<file path="src/rtl/alu_issue_ctrl.sv">
// ALU issue/capture controller: decodes ALUOp/Funct3/Funct7, drives the ALU
// for one cycle, then holds the result and branch-taken flag until accepted.
module alu_issue_ctrl #(
    parameter int DATA_WIDTH    = 32,
    parameter int OPCODE_LENGTH = 4
) (
    input  logic                     clk,
    input  logic                     reset,
    input  logic                     in_valid,
    output logic                     in_ready,
    input  logic [1:0]               ALUOp,
    input  logic [2:0]               Funct3,
    input  logic [6:0]               Funct7,
    input  logic                     use_imm,
    input  logic [DATA_WIDTH-1:0]    rs1_val,
    input  logic [DATA_WIDTH-1:0]    rs2_val,
    input  logic [DATA_WIDTH-1:0]    imm,
    output logic [DATA_WIDTH-1:0]    alu_srca,
    output logic [DATA_WIDTH-1:0]    alu_srcb,
    output logic [OPCODE_LENGTH-1:0] alu_op,
    input  logic [DATA_WIDTH-1:0]    alu_result,
    output logic                     out_valid,
    input  logic                     out_ready,
    output logic [DATA_WIDTH-1:0]    out_result,
    output logic                     out_taken,
    output logic                     out_illegal
);

    typedef enum logic [1:0] {
        IDLE,
        EXEC,
        HOLD
    } state_t;

    localparam logic [OPCODE_LENGTH-1:0] OP_AND =
        OPCODE_LENGTH'(4'b0000);
    localparam logic [OPCODE_LENGTH-1:0] OP_XOR =
        OPCODE_LENGTH'(4'b0001);
    localparam logic [OPCODE_LENGTH-1:0] OP_ADD =
        OPCODE_LENGTH'(4'b0010);
    localparam logic [OPCODE_LENGTH-1:0] OP_OR  =
        OPCODE_LENGTH'(4'b0011);
    localparam logic [OPCODE_LENGTH-1:0] OP_SUB =
        OPCODE_LENGTH'(4'b0100);
    localparam logic [OPCODE_LENGTH-1:0] OP_EQ  =
        OPCODE_LENGTH'(4'b1000);
    localparam logic [OPCODE_LENGTH-1:0] OP_ILL = '1;

    state_t state;

    logic [OPCODE_LENGTH-1:0] dec_op;
    logic                     dec_br;
    logic                     dec_inv;
    logic                     dec_ill;
    logic                     br_q;
    logic                     inv_q;
    logic                     ill_q;
    logic                     accept;

    assign in_ready = (state == IDLE) |
                      ((state == HOLD) & out_ready);
    assign accept   = in_valid & in_ready;

    always_comb begin
        dec_op  = OP_ILL;
        dec_br  = 1'b0;
        dec_inv = 1'b0;
        dec_ill = 1'b0;
        case (ALUOp)
            2'b00: dec_op = OP_ADD;
            2'b01: begin
                dec_br = 1'b1;
                case (Funct3)
                    3'b000: dec_op = OP_EQ;
                    3'b001: begin
                        dec_op  = OP_EQ;
                        dec_inv = 1'b1;
                    end
                    default: dec_ill = 1'b1;
                endcase
            end
            2'b10: begin
                case (Funct3)
                    3'b000: begin
                        // Only the register form can subtract.
                        if (!use_imm &&
                            Funct7 == 7'b0100000)
                            dec_op = OP_SUB;
                        else
                            dec_op = OP_ADD;
                    end
                    3'b100: dec_op = OP_XOR;
                    3'b110: dec_op = OP_OR;
                    3'b111: dec_op = OP_AND;
                    default: dec_ill = 1'b1;
                endcase
            end
            default: dec_ill = 1'b1;
        endcase
        if (dec_ill)
            dec_op = OP_ILL;
    end

    always_ff @(posedge clk or negedge reset) begin
        if (!reset) begin
            state       <= IDLE;
            alu_srca    <= '0;
            alu_srcb    <= '0;
            alu_op      <= '0;
            br_q        <= 1'b0;
            inv_q       <= 1'b0;
            ill_q       <= 1'b0;
            out_result  <= '0;
            out_valid   <= 1'b0;
            out_taken   <= 1'b0;
            out_illegal <= 1'b0;
        end else begin
            if (accept) begin
                alu_srca <= rs1_val;
                alu_srcb <= use_imm ? imm : rs2_val;
                alu_op   <= dec_op;
                br_q     <= dec_br & ~dec_ill;
                inv_q    <= dec_inv;
                ill_q    <= dec_ill;
            end
            case (state)
                IDLE: begin
                    if (accept)
                        state <= EXEC;
                end
                EXEC: begin
                    out_result  <= ill_q ? '0 : alu_result;
                    out_taken   <= br_q &
                                   (alu_result[0] ^ inv_q);
                    out_illegal <= ill_q;
                    out_valid   <= 1'b1;
                    state       <= HOLD;
                end
                HOLD: begin
                    if (out_ready) begin
                        out_valid <= 1'b0;
                        state     <= in_valid ? EXEC : IDLE;
                    end
                end
                default: state <= IDLE;
            endcase
        end
    end

endmodule

</file>
<file path="config.mk">
export PLATFORM = sky130hd
export DESIGN_NAME = alu_issue_ctrl
export DESIGN_NICKNAME = d
export VERILOG_FILES = /design/src/rtl/alu_issue_ctrl.sv
export SDC_FILE = /design/constraint.sdc
export NUM_CORES = 1
export LEC_CHECK = 0
export BUFFER_PORTS_ARGS = -buffer_cell sky130_fd_sc_hd__buf_2
export CAP_MARGIN = 20
export CELL_PAD_IN_SITES_DETAIL_PLACEMENT = 1
export CELL_PAD_IN_SITES_GLOBAL_PLACEMENT = 2
export CORE_ASPECT_RATIO = 1.25
export CORE_MARGIN = 5
export CORE_UTILIZATION = 28
export DETAILED_ROUTE_END_ITERATION = 16
export GPL_TIMING_DRIVEN = 0
export PLACE_DENSITY_LB_ADDON = 0.1
export SYNTH_ARGS = -nofsm -noshare
export SYNTH_HDL_FRONTEND = slang
export SYNTH_SLANG_ARGS = --single-unit
</file>
<file path="constraint.sdc">
create_clock -name clk -period 2.6 [get_ports clk]
set_input_delay 0.39 -clock clk [delete_from_list [all_inputs] [get_ports clk]]
set_output_delay 0.39 -clock clk [all_outputs]
set_load 0.005 [all_outputs]
</file>
# == Word level (Yosys, flattened, before mapping) ==
# Cells that the tools add are included.
# totals
regBits,108
in_bits,145
elab_cells,58
# classes
eq_ne,11
n_mux,19
n_bitwise,7
reduce_logical,10
# ops
op,n
2-to-1 mux 32 bit,2
one-hot mux 4 bit (4 select lines),1
one-hot mux 4 bit (3 select lines),1
== test 3 bit (second input constant),3
== test 7 x 6 -> 1 bit (second input constant),1
2-to-1 mux 1 bit,7
2-to-1 mux 3 bit,2
one-hot mux 2 bit (3 select lines),1
bitwise AND 1 bit,4
== test 2 x 1 -> 1 bit (second input constant),2
== test 2 bit (second input constant),2
zero test 2 bit,2
2-to-1 mux 2 bit,2
2-to-1 mux 4 bit,1
!= test 2 bit (second input constant),2
AND reduction 2 bit,2
OR reduction 4 bit,1
== test 3 x 1 -> 1 bit (second input constant),1
zero test 3 bit,1
one-hot mux 1 bit (3 select lines),1
one-hot mux 1 bit (2 select lines),1
nonzero test 2 bit,1
OR reduction 2 bit,1
logical AND 1 bit,1
4 further kinds,4

# == Logic depth before layout (Yosys ltp) ==
# depth
depth_word,6
depth_mapped,6
ltp_nobuf,4

# == Least setup slack after synthesis ==
# No wires, ideal clock.
# synth_path
kind,flip-flop to flip-flop
startpoint,register state[1]
endpoint,register alu_srca[0]
setup_time_ns,0.125
t_arrival_ns,1.283
t_required_ns,2.475
slack_ns,1.192
stages_incl_launch_ff,6
n_path_buf,2
period_less_slack_ns,1.408
path_cell_list,dfrtp_1 nor2b_4 nor3b_2 buf_6 buf_6 mux2_4
# synth_via
elab_chain_cells,4
word_cells_on_any_way,5
# synth_rtl
item,line,text
start: declaration,49,state_t state;
start signal: assignment,142,state <= in_valid ? EXEC : IDLE;
== test 2 bit,61,((state == HOLD) & out_ready);
bitwise AND 1 bit,61,
bitwise OR 1 bit (*),60,assign in_ready = (state == IDLE) |
bitwise AND 1 bit (*),62,assign accept = in_valid & in_ready;
end signal: assignment,119,alu_srca <= rs1_val;
end: declaration,18,"output logic [DATA_WIDTH-1:0] alu_srca,"
# Every way passes the cells marked *; elsewhere a longest branch is shown, timed or not.
# A chain may end at the register's enable or synchronous reset.

# == Final worst setup path ==
# layout_path
startpoint,register state[1]
endpoint,register alu_srca[29]
# Same word-level chain as after synthesis.

==> Flow_metrics.wiki <==
{| class="wikitable"
! Metric !! Value
|-
| Setup violation total in the final timing report || 0
|-
| Kind of start point of the critical path || flip-flop
|-
| Class of the most critical hold timing path || in2async
|-
| Buf/Inv on CP || 2
|-
| Number of buffers inserted for hold repair after clock tree synthesis || 0
|-
| Top achievable clock speed || 656.5 MHz
|-
| Count of pins over their slew limit || 0
|-
| Total number of vias || 3942
|-
| Clock-pin slew reported for the worst setup and hold paths after clock tree synthesis || 0.08 ns
|-
| Path length in cells of the critical path || 5
|-
| Number of cells in the finished layout apart from fillers || 890
|-
| Post-synthesis cell area || roughly 0.0047 mm2
|-
| Setup repair after global routing missed its margin || false
|-
| FF-to-FF path depth || 5
|-
| Required time at the worst-slack endpoint || around 2.8 ns
|-
| Simple-gate portion of the synthesized area || 0.1080
|-
| Clock tree buffer depth || 2
|-
| Post-cts gate resize count || 0
|-
| Final Routed Wirelength || 14.70 mm
|-
| Filler Cell Count || 1934
|-
| Total count of hold-check failures in the final report || 0
|-
| Die boundary height || 154.4 um
|-
| Final weighted congestion in routability-driven placement || 0.7702
|-
| Period Utilization, post-route || 0.5859
|-
| Most common cell after layout, fill and taps aside || buf_2
|-
| Detailed-routing wirelength on met1 || roughly 5.8 mm
|-
| Count of buffers inserted at the top-level ports || around 250
|-
| Crit path kind || reg2reg
|-
| Initial antenna violation count || 0
|-
| R2R setup slack || 1.08 ns
|-
| Number of enable flip-flop cells after synthesis || 0
|-
| Reg-to-reg startpoint || state[1]
|-
| Post-synthesis compound-gate area fraction || 0.09247
|-
| Drt initial violations || 134
|-
| Post-route ant nets || 0
|-
| TritonCTS clock tree || done
|-
| Most used flip-flop cell after synthesis || dfrtp_1
|-
| Global-route wire length before repair || 23.52 mm
|-
| Overall Global Routing Usage || 0.1510
|-
| Seq cells post-synth || 108
|-
| DRT Pass-1 Iters || 4
|-
| Data arrival time of the worst path || 1.76 ns
|-
| Die area || 0.01937 mm2
|-
| Warning count from the yosys run || 0
|-
| Max incr delay on CP || 0.42 ns
|-
| Number of max-cap violations || 0
|-
| Number of H-tree levels || 3
|-
| Total Nets Final || 814
|-
| Switching fraction of total power || 0.3153
|-
| Critical Path Slowest Stage Cell || dfrtp_1
|-
| Ports placed on the boundary || 249
|-
| Endpoint of the lowest-slack register-to-register path || alu_srca[29]
|-
| Horizontal die dimension || between 100 and 150 um
|-
| Initial core utilization || 0.2870
|-
| Routed length on met2 || between 7 and 8 mm
|-
| DPL Wire Length || 11.64 mm
|-
| Routed length per placed instance || 16.52 um
|-
| Global-route congestion overflow total || 0
|-
| Cells after Synth || 411
|-
| Synthesized area per cell || 11.36 um2
|-
| DP Cell Count || 874
|-
| Worst skew pair latency || 0.35 ns
|-
| Cells along the critical path || nor2b_4 -> nor3b_2 -> buf_6 -> buf_6 -> mux2_2
|-
| Power per Cell Area || 837.7 mW/mm2
|-
| Portion of total power attributed to combinational logic || 0.296
|-
| Biggest fanout along the worst timing path || 10
|-
| Crit path top cell by count || buf_6
|-
| Commonest non-fill, non-tap cells in the layout || buf_2 (256), dfrtp_1 (108), nand2_1 (68)
|-
| Synth-to-Final Area Change || 39.37%
|-
| Sw Pwr || between 1.5 and 2 mW
|-
| Worst slew margin relative to its limit || 0.6264
|-
| Post-CTS setup buffer count || 0
|-
| Transition at the pin with the smallest max-transition slack || about 0.56 ns
|-
| Number of clock sinks seen by CTS || about 110
|-
| Crit path max-delay family || flip-flops
|-
| Uppermost layer routed || met4
|-
| Number of inserted diodes || 0
|-
| Share of post-route cells with drive strength above 1 || 0.4748
|-
| Share of power burned in registers || 0.441
|-
| Adder and majority gate portion of the synthesized area || 0
|-
| Minimum clock period after layout || 1.523 ns
|-
| Endpoint class of the critical path || flip-flop
|-
| Int Power || between 3 and 4 mW
|-
| Leak || 3.321 nW
|-
| DRC || 0
|-
| Via count of the first global-routing pass || 4414
|-
| Portion of the post-synthesis area used by sequential elements || 0.5789
|-
| Number of buffers added by the clock tree synthesis step || 9
|-
| Site row count || 52
|-
| Routed met3 length || 1.192 mm
|-
| Worst vdd rail ir drop || 0.2726 mV
|-
| Per-cell via count in the routed design || 4.429
|-
| Core footprint || 0.01627 mm2
|-
| Worst setup slack after placement || 1.029 ns
|-
| Dominant combinational cell family by area after synthesis || multiplexers
|-
| Outcome || complete, no violations
|-
| Setup slack of the critical path after layout || 1.077 ns
|-
| Nets in the synthesized netlist || 556
|-
| Final core area utilization || 0.4000
|-
| Post-synthesis mux area share || 0.1769
|-
| Clock network fraction of total power || 0.263
|-
| Largest net degree at the start of global routing || 69
|-
| Maximum clock skew at final layout || 0.004195 ns
|-
| Proportion of synthesized flip-flops having asynchronous set or reset || 1.000
|-
| Root buf cell || clkbuf_16
|-
| Number of distinct standard cells referenced by the synthesized netlist || 31
|-
| Xor-xnor portion of the synthesized cell area || 0.003752
|}
## Yosys cell counts (all sizes together) (2+ instances only)
master	number	area, um2
dfrtp	108	2703
nand2	68	255.2
o21ai	39	195.2
nor2	37	138.9
a21oi	36	180.2
mux2	34	495.5
mux2i	33	330.3
buf	20	141.4
clkbuf	8	30.03
nand3	4	25.02
nor2b	4	32.53
inv	3	11.26
o22a	3	26.28
nand2b	2	12.51
nor4	2	12.51
## power groups by stage
| stage | clock network [mW] | registers (mW) | logic [mW] |
|---|---|---|---|
| 6_report | 1.43 | 2.40 | 1.61 |
| 5_1_grt | 1.54 | 2.47 | 1.81 |
| 4_1_cts | 1.49 | 2.41 | 1.67 |
| 3_5_place_dp | 0 | 2.44 | 1.67 |
| 3_3_place_gp | 0 | 2.42 | 1.62 |
| 2_1_floorplan | 0 | 2.47 | 0.719 |
## cell families (layout without fill, tap and decap cells)
kind of cell,after synthesis,in the layout
muxes,67,67
xor gates and xnor gates,2,2
buffers and inverters,32,295
DFF,108,108
AOI/OAI and AO/OA,82,82
and+or+nand+nor,120,120
## metal layers
metal  vias to the layer above  global-route usage
met4                         0             0.05320
met3                        14             0.04553
met5                         -                   0
li1                       1904                   -
met1                      1874              0.1747
met2                       150              0.2647
## state kept, by name, indices dropped and copies added, names as in the netlist
| signal | flops |
|---|---|
| out_illegal | 1 |
| alu_op | 4 |
| ill_q | 1 |
| out_result | 32 |
| alu_srcb | 32 |
| br_q | 1 |
| alu_srca | 32 |
| out_valid | 1 |
| state | 2 |
| inv_q | 1 |
| out_taken | 1 |
## final cells by class
type	count	area, um2	area share
Sequential cell	108	2703	0.4154
Multi-Input combinational cell	271	1779	0.2735
Timing Repair Buffer	247	1261	0.1938
Tap cell	216	270.3	0.04154
Clock buffer	9	225.2	0.03462
Buffer	28	171.4	0.02635
Clock inverter	7	81.33	0.01250
Inverter	4	15.01	0.002308
## per-stage QoR
| stage | TNS (ns) | instance area, um2 | hold slack [ns] | total power, mW |
|---|---|---|---|---|
| 2_1_floorplan | 0 | 4668 | 0.09441 | 3.192 |
| 3_3_place_gp | -19.00 | 6170 | 0.4607 | 4.040 |
| 3_5_place_dp | 0 | 6200 | 0.4195 | 4.103 |
| 4_1_cts | 0 | 6506 | 0.03889 | 5.569 |
| 5_1_grt | 0 | 6506 | 0.06938 | 5.826 |
| 6_report | 0 | 6506 | 0.02159 | 5.450 |
## worst max-delay path by stage
stage / startpoint / to
after floorplan: state[1] / alu_srca[0]
after global placement: reset / alu_srcb[0]
after detailed placement: Funct3[0] / alu_op[1]
after CTS: state[1] / alu_srca[29]
after global routing: state[1] / in_ready
final: state[1] / alu_srca[29]
(Power assumes the default switching activity.)
